--- config.mk ---
export PLATFORM = sky130hd
export DESIGN_NAME = seg7_display_ctrl
export DESIGN_NICKNAME = d
export VERILOG_FILES = /design/src/rtl/seg7_display_ctrl.sv
export SDC_FILE = /design/constraint.sdc
export NUM_CORES = 1
export LEC_CHECK = 0
export CORE_ASPECT_RATIO = 0.5
export CORE_MARGIN = 4
export CORE_UTILIZATION = 45
export DETAILED_ROUTE_END_ITERATION = 6
export DONT_BUFFER_PORTS = 1
export HOLD_SLACK_MARGIN = 0.06
export SLEW_MARGIN = 40
export SYNTH_ARGS = -nofsm -noshare
export SYNTH_HDL_FRONTEND = slang
export SYNTH_SLANG_ARGS = --single-unit
--- constraint.sdc ---
create_clock -name clk -period 3.9 [get_ports clk]
set_input_delay 0.585 -clock clk [delete_from_list [all_inputs] [get_ports clk]]
set_output_delay 0.585 -clock clk [all_outputs]
set_load 0.1 [all_outputs]
--- src/rtl/seg7_display_ctrl.sv ---
// seg7_display_ctrl: hex 7-segment driver, static or time-multiplexed with frame-synchronous updates
module seg7_display_ctrl #(
  parameter int DIGITS      = 8,
  parameter int MUX_MODE    = 0,
  parameter int SCAN_DIV    = 50000,
  parameter int GUARD       = 2,
  parameter int ACTIVE_LOW  = 1,
  parameter int SUPPRESS_LZ = 0
) (
  input  logic                  clk,
  input  logic                  reset_in,
  input  logic [4*DIGITS-1:0]   value,
  input  logic [DIGITS-1:0]     dp,
  input  logic                  load,
  input  logic                  blank,
  output logic [7*DIGITS-1:0]   seg_static,
  output logic [DIGITS-1:0]     dp_static,
  output logic [6:0]            seg_mux,
  output logic                  dp_mux,
  output logic [DIGITS-1:0]     digit_en,
  output logic                  frame_done
);
  localparam int CW = $clog2(SCAN_DIV);
  localparam int IW = DIGITS > 1 ? $clog2(DIGITS) : 1;
  localparam logic [CW-1:0] CNT_MAX = CW'(SCAN_DIV - 1);
  localparam logic [CW-1:0] CNT_GUARD = CW'(GUARD);
  localparam logic [IW-1:0] IDX_MAX = IW'(DIGITS - 1);
  localparam logic INA = ACTIVE_LOW != 0;
  localparam logic SCAN = MUX_MODE != 0;

  logic [CW-1:0]        cnt_q, cnt_d;
  logic [IW-1:0]        idx_q, idx_d;
  logic [4*DIGITS-1:0]  val_q, val_d, sh_val_q, sh_val_d;
  logic [DIGITS-1:0]    dpr_q, dpr_d, sh_dp_q, sh_dp_d;
  logic                 pend_q, pend_d, wrap;
  logic [7*DIGITS-1:0]  seg_st_d;
  logic [DIGITS-1:0]    dp_st_d, en_d;
  logic [6:0]           seg_mx_d;
  logic                 dp_mx_d, fd_d;

  // {dp, seg} for digit k in output polarity, with leading-zero blanking applied
  function automatic logic [7:0] glyph(input logic [4*DIGITS-1:0] v, input logic [DIGITS-1:0] d, input int k);
    logic [4*DIGITS-1:0] vs;
    logic [DIGITS-1:0] ds;
    logic [6:0] s;
    vs = v >> (4 * k);
    ds = d >> k;
    case (vs[3:0])
      4'h0: s = 7'h3F;
      4'h1: s = 7'h06;
      4'h2: s = 7'h5B;
      4'h3: s = 7'h4F;
      4'h4: s = 7'h66;
      4'h5: s = 7'h6D;
      4'h6: s = 7'h7D;
      4'h7: s = 7'h07;
      4'h8: s = 7'h7F;
      4'h9: s = 7'h6F;
      4'hA: s = 7'h77;
      4'hB: s = 7'h7C;
      4'hC: s = 7'h39;
      4'hD: s = 7'h5E;
      4'hE: s = 7'h79;
      default: s = 7'h71;
    endcase
    if (SUPPRESS_LZ != 0 && k != 0 && vs == '0) return {8{INA}};
    return {ds[0], s} ^ {8{INA}};
  endfunction

  always_comb begin
    cnt_d    = '0;
    idx_d    = idx_q;
    wrap     = 1'b0;
    val_d    = val_q;
    dpr_d    = dpr_q;
    sh_val_d = sh_val_q;
    sh_dp_d  = sh_dp_q;
    pend_d   = pend_q;
    seg_st_d = {7*DIGITS{INA}};
    dp_st_d  = {DIGITS{INA}};
    seg_mx_d = {7{INA}};
    dp_mx_d  = INA;
    en_d     = {DIGITS{INA}};
    fd_d     = 1'b0;
    if (SCAN) begin
      cnt_d = cnt_q == CNT_MAX ? '0 : cnt_q + 1'b1;
      idx_d = cnt_q != CNT_MAX ? idx_q : (idx_q == IDX_MAX ? '0 : idx_q + 1'b1);
      wrap  = cnt_q == CNT_MAX && idx_q == IDX_MAX;
      if (load) begin
        sh_val_d = value;
        sh_dp_d  = dp;
        pend_d   = 1'b1;
      end
      // commit only on the frame boundary so a frame never mixes old and new digits
      if (wrap && pend_d) begin
        val_d  = sh_val_d;
        dpr_d  = sh_dp_d;
        pend_d = 1'b0;
      end
      {dp_mx_d, seg_mx_d} = blank ? {8{INA}} : glyph(val_d, dpr_d, int'(idx_d));
      en_d = cnt_d >= CNT_GUARD ? (DIGITS'(1) << idx_d) ^ {DIGITS{INA}} : {DIGITS{INA}};
      fd_d = cnt_d == CNT_MAX && idx_d == IDX_MAX;
    end else begin
      if (load) begin
        val_d = value;
        dpr_d = dp;
      end
      for (int k = 0; k < DIGITS; k++)
        {dp_st_d[k], seg_st_d[7*k +: 7]} = blank ? {8{INA}} : glyph(val_q, dpr_q, k);
    end
  end

  always_ff @(posedge clk or posedge reset_in) begin
    if (reset_in) begin
      cnt_q      <= '0;
      idx_q      <= '0;
      val_q      <= '0;
      dpr_q      <= '0;
      sh_val_q   <= '0;
      sh_dp_q    <= '0;
      pend_q     <= 1'b0;
      seg_static <= {7*DIGITS{INA}};
      dp_static  <= {DIGITS{INA}};
      seg_mux    <= {7{INA}};
      dp_mux     <= INA;
      digit_en   <= {DIGITS{INA}};
      frame_done <= 1'b0;
    end else begin
      cnt_q      <= cnt_d;
      idx_q      <= idx_d;
      val_q      <= val_d;
      dpr_q      <= dpr_d;
      sh_val_q   <= sh_val_d;
      sh_dp_q    <= sh_dp_d;
      pend_q     <= pend_d;
      seg_static <= seg_st_d;
      dp_static  <= dp_st_d;
      seg_mux    <= seg_mx_d;
      dp_mux     <= dp_mx_d;
      digit_en   <= en_d;
      frame_done <= fd_d;
    end
  end
endmodule

==> impl_metrics.py, run 1 <==
metrics = {
    "logic_synthesis": {
        "yosys_warnings": 0,
        "yosys_most_used_dff": "dfstp_2",
        "synth_edf_count": 0,
        "ys_ff_latch": 104,
        "ys_types": 36,
        "yosys.area.top_type": "dfstp_2",
        "synthArstFlopShare": 1.00,
        "seq_area_frac_synth": 0.493,
        "synth.top_cell.area_share": 0.309,
        "synth_area_leaders": "dfstp_2 (31%), dfrtp_1 (18%), ha_1 (11%)",
        "syn_area_um2": 5440,
        "synthCells": 507,
        "syn_avg_cell_area_um2": 10.7,
    },
    "clocking": {
        "postCtsHoldBufs": 0,
        "cts_setup_buffers": 0,
        "clk_latency_ns": 0.34,
        "cts_tree": "yes",
        "clock_sinks": 104,
        "numCtsBuffers": 9,
        "cts_buffer_depth": 2,
        "htree_num_levels": 3,
        "ctsResizeCount": 0,
        "clock-root-buffer": "clkbuf_16",
        "clk_pin_slew_ns": 0.07,
    },
    "floorplanning": {
        "row_count": 28,
        "core-area_um2": 11800,
        "fp.dieW_um": 163,
        "io_pins": 125,
        "die_h_um": 85.8,
        "die_area_um2": 14000,
        "start_util": 0.461,
    },
    "timing": {
        "setup_viol": 0,
        "hold_violations": 0,
        "skew_ns": 0.00505,
        "finalMaxSlewViolations": 0,
        "hold_ws_ns": 0.201,
        "fin_crit_ns": 1.79,
        "worst_pin_slew_ns": 0.603,
        "slew_headroom": 0.598,
        "tns_ns": 0,
        "rsz0062_at_grt": "false",
        "finalCritPeriodShare": 0.459,
        "fmax_ghz": 0.558,
    },
    "critical_path": {
        "crit_fanout": 1,
        "crit_required_ns": 3.31,
        "worstSetupEndpointType": "output pin",
        "worstReg2RegStart": "val_q[17]",
        "start_kind": "flip-flop",
        "r2r_slack_ns": 2.18,
        "cp.arrival_ns": 1.21,
        "startpoint": "seg_static[32]",
        "critPathKind": "reg -> out",
    },
    "cells_and_area": {
        "syn_to_final_growth_pct": 6.00,
        "drive_above_1_share": 0.230,
        "nFillCells": 1093,
        "final_util": 0.488,
        "final_nets": 578,
        "antenna_cells": 0,
    },
    "global_routing": {
        "grt_use_total": 0.149,
        "antenna_found_initial": 0,
        "overflow": 0,
        "grt_pass1_vias": 3220,
        "grt_pass1_wl_um": 16900,
        "grt_max_degree": 80,
    },
    "worst_hold_path": {
        "hold_class": "in -> async",
    },
    "route": {
        "viasPerCell": 5.23,
        "num_vias": 3430,
        "drt_wl_total_um": 10100,
        "routedWlPerCell_um": 15.4,
        "first_pass_iters": 5,
        "drc": 0,
        "ant_nets": 0,
        "drtIter0Drc": 146,
    },
    "place": {
        "port_buffers": 0,
        "gp_congestion": 0.872,
        "hpwl_um": 7060,
    },
    "power": {
        "power_switching_mw": 1.31,
        "pwr-share-comb": 0.121,
        "internal-power_mw": 2.01,
        "switching_share": 0.395,
        "power.density_nw_per_um2": 575,
        "p_leak_nw": 2.54,
        "ir_drop_uv": 264,
        "pwr-share-seq": 0.590,
        "p_clk_frac": 0.290,
    },
    "status": {
        "status": "finished clean",
    },
    "flow_run": {
        "max-cap-violations": 0,
    },
}
flip-flops by register name (all words and copies together), names as in the netlist:
register,count
dp_static,8
dpr_q,8
seg_static,56
val_q,32
per-layer routing:
metal  part of all wire  global-route usage  vias up
li1                   -                   -     1653
met4              0.017              0.0457        0
met1               0.46               0.197     1650
met3              0.065              0.0499       14
met5                  0                   0        -
met2               0.46               0.235      113
stage by stage:
stage	power (mW)	worst slack, ns	std cells	instance area, um2
6_report	3.32	2.11	656	5770
5_1_grt	3.48	2.07	656	5770
4_1_cts	3.36	2.09	656	5770
3_5_place_dp	2.38	2.19	640	5440
3_3_place_gp	2.37	2.28	640	5440
2_1_floorplan	2.33	0.689	522	5500
path summary, 6_finish.rpt:
kind / to / cells past startpoint
max: seg_static[32] / 0
min: val_q[26] / 1
max reg2reg: seg_static[31] / 5
min reg2reg: dp_static[1] / 1
max in group asynchronous: seg_static[2] / 2
min in group clk: val_q[10] / 1
synthesized netlist by cell type, types with 2 or more instances:
library cell  number
dfstp_2           64
nand2_1           53
ha_1              48
o21ai_0           43
dfrtp_1           40
inv_1             34
nor3_1            22
nor2_1            20
buf_2             17
buf_4             17
mux2_2            17
nand2b_1          13
clkbuf_1          12
a31oi_1           11
a21oi_1           10
a211oi_1           8
mux2i_1            8
a211o_1            7
a221o_1            7
mux4_2             7
nor4_1             7
nor4b_1            7
or3_1              7
xor2_1             7
or2_2              5
a2111oi_0          2
buf_1              2
conb_1             2
nor2b_1            2
or2_1              2
power groups by stage:
stage	registers (mW)	clock network, mW	logic (mW)
after detailed placement	1.98	0	0.402
after global routing	1.98	1.05	0.453
after global placement	1.97	0	0.399
after floorplan	1.91	0	0.418
final	1.96	0.961	0.400
after CTS	1.96	0.993	0.404
cell type report:
class                   count  area (um2)  share of cell area
multi-input cells         334        2400               0.417
clock buffers              11         243              0.0421
flip-flops and latches    104        2680               0.465
inverters                  35         136              0.0236
repair buffers              2        15.0             0.00260
clock inverters             5        80.1              0.0139
well taps                 165         206              0.0358
kinds of logic after synthesis:
group,synth area share
AO/OA/AOI/OAI,0.106
AND/OR/NAND/NOR,0.123
adder cells (fa/ha/maj),0.110
other,0.00138
flip-flops,0.493
multiplexers,0.0789
XOR/XNOR,0.0113
buffers and inverters,0.0754
cell usage in the layout (no fill, tap or decap), types with 5 or more instances in the layout:
cell type  netlist  layout
xor2_1           7       7
clkbuf_16        0       9
a21oi_1         10      10
mux2_2          17      17
conb_1           2      17
a221o_1          7       7
a211oi_1         8       8
a31oi_1         11      11
nor4b_1          7       7
nor4_1           7       7
nand2b_1        13      13
dfrtp_1         40      40
nor3_1          22      22
mux2i_1          8       8
o21ai_0         43      43
or2_2            5       5
or3_1            7       7
a211o_1          7       7
ha_1            48      48
mux4_2           7       7
nor2_1          20      20
dfstp_2         64      64
nand2_1         53      53
inv_1           34      33
Power figures use the tool's default switching activity.
==> run 2: changes to the inputs <==
==> constraint.sdc (replaced) <==
create_clock -name clk -period 1.7 [get_ports clk]
set_input_delay 0.255 -clock clk [delete_from_list [all_inputs] [get_ports clk]]
set_output_delay 0.255 -clock clk [all_outputs]
set_load 0.1 [all_outputs]
==> run 2 against run 1 <==
  * Via count rose by 7.8%
  * Die area did not move
  * Critical path depth rose by 5
  * Non-clock buffer count rose by 60
  * Setup slack got worse by 2.0 ns
  * Register-to-register slack got worse by 2.1 ns
  * Global-route usage rose by 2.3 points
  * Critical path type is now reg -> reg
  * Largest cell class unchanged
==> impl_metrics.py, run 2 (synthesized netlist as in run 1, its figures left out) <==
metrics = {
    "clocking": {
        "clock-root-buffer": "clkbuf_16",
        "clock_sinks": 104,
        "numCtsBuffers": 9,
        "cts_buffer_depth": 2,
        "htree_num_levels": 3,
        "clk_latency_ns": 0.34,
        "clk_pin_slew_ns": 0.07,
        "cts_tree": "yes",
    },
    "timing": {
        "tns_ns": 0,
        "hold_violations": 0,
        "setup_viol": 0,
        "fin_crit_ns": 1.63,
        "rsz0062_at_grt": "false",
        "finalCritPeriodShare": 0.960,
        "fmax_ghz": 0.613,
        "slew_headroom": 0.655,
        "worst_slack_ns": 0.0682,
        "worst_pin_slew_ns": 0.519,
        "finalMaxSlewViolations": 0,
        "hold_ws_ns": 0.0749,
        "skew_ns": 0.00412,
    },
    "floorplanning": {
        "die_area_um2": 14000,
        "core-area_um2": 11800,
        "row_count": 28,
        "fp.dieW_um": 163,
        "io_pins": 125,
        "start_util": 0.461,
        "die_h_um": 85.8,
    },
    "cells_and_area": {
        "drive_above_1_share": 0.245,
        "nFillCells": 1043,
        "final_nets": 638,
        "antenna_cells": 0,
        "most-common-layout-cells": "dfstp_2 (64), nand2_1 (53), ha_1 (47)",
        "fin_cells": 716,
        "largestRegisters": "seg_static (56), val_q (32)",
        "layout_commonest_cell": "dfstp_2",
        "largest_register": "seg_static",
        "regArea_um2": 2680,
        "final_util": 0.539,
        "multi_input_area_um2": 2420,
        "largest_register_ffs": 56,
        "syn_to_final_growth_pct": 17.1,
    },
    "worst_hold_path": {
        "hold_class": "in -> reg",
    },
    "place": {
        "gp_congestion": 0.839,
        "port_buffers": 0,
        "placed_cells": 655,
        "place_ws_ns": 0.0339,
        "hpwl_um": 7230,
    },
    "route": {
        "routedWlPerCell_um": 16.2,
        "ant_nets": 0,
        "viasPerCell": 5.16,
        "num_vias": 3696,
        "drc": 0,
        "drtIter0Drc": 190,
        "drt_wl_total_um": 11600,
        "first_pass_iters": 4,
    },
    "critical_path": {
        "crit_fanout": 5,
        "critPathKind": "reg -> reg",
        "worstSetupEndpointType": "flip-flop",
        "crit_required_ns": 1.97,
        "r2r_slack_ns": 0.07,
        "cp.arrival_ns": 1.90,
        "start_kind": "flip-flop",
    },
    "global_routing": {
        "grt_pass1_vias": 3643,
        "antenna_found_initial": 0,
        "grt_max_degree": 61,
        "overflow": 0,
        "grt_use_total": 0.172,
        "grt_pass1_wl_um": 19000,
    },
    "status": {
        "status": "finished clean",
    },
    "power": {
        "ir_drop_uv": 570,
        "p_leak_nw": 2.81,
        "power.density_nw_per_um2": 1210,
    },
    "flow_run": {
        "max-cap-violations": 0,
    },
}
==> run 2: cell types whose count changed in the layout (fill, tap and decap cells not counted), sizes merged <==
| cell | before | now |
|---|---|---|
| buf | 2 | 20 |
| bufinv | 2 | 1 |
| clkinv | 1 | 3 |
| dlygate4sd3 | 0 | 42 |
| inv | 35 | 34 |
==> run 2: final timing paths <==
| kind | end | startpoint | depth (start not counted) |
|---|---|---|---|
| setup / recovery | seg_static[52] | val_q[29] | 5 |
| hold / removal | val_q[21] | load | 2 |
| setup reg to reg | seg_static[52] | val_q[29] | 5 |
| hold reg to reg | dp_static[5] | dpr_q[5] | 1 |
| max in group asynchronous | seg_static[33] | reset_in | 3 |
| min in group asynchronous | val_q[31] | reset_in | 3 |
==> run 2: power by group <==
group / switching (mW) / total (mW) / internal, mW
registers: 1.52 / 4.43 / 2.91
logic: 0.690 / 1.19 / 0.500
clock network: 0.888 / 2.07 / 1.18
total: 3.10 / 7.69 / 4.59
==> run 2: metrics by stage <==
stage               instance area, um2  power (mW)
floorplan                         5500        5.34
global placement                  5580        5.49
detailed placement                5580        5.52
CTS                               6330        7.76
global route                      6370        8.05
finish                            6370        7.69
==> run 2: per-layer routing <==
| layer | share of wire | GRT usage | vias to the layer above |
|---|---|---|---|
| li1 | - | - | 1774 |
| met1 | 0.47 | 0.236 | 1805 |
| met2 | 0.45 | 0.271 | 102 |
| met3 | 0.056 | 0.0461 | 15 |
| met4 | 0.014 | 0.0479 | 0 |
| met5 | 0 | 0 | - |
==> run 2: critical path: stages (launching register included) <==
cell	delay, ns
dfrtp_1	0.42
inv_1	0.13
ha_1	0.32
inv_1	0.04
mux4_2	0.44
or2_1	0.21
==> run 2: layout make-up <==
type / instances / share of cell area
repair buffers: 62 / 0.0974
inverters: 35 / 0.0216
flip-flops and latches: 104 / 0.421
well taps: 165 / 0.0324
clock buffers: 11 / 0.0381
multi-input cells: 334 / 0.380
clock inverters: 5 / 0.00884
==> run 2: what timing repair did <==
item / 4_1_cts / 5_1_grt
buffers inserted: 0 / 1
gates resized for setup: 0 / 5
hold endpoints to repair: 131 / 3
endpoints found under the setup margin: 0 / 4
hold buffers: 43 / 1
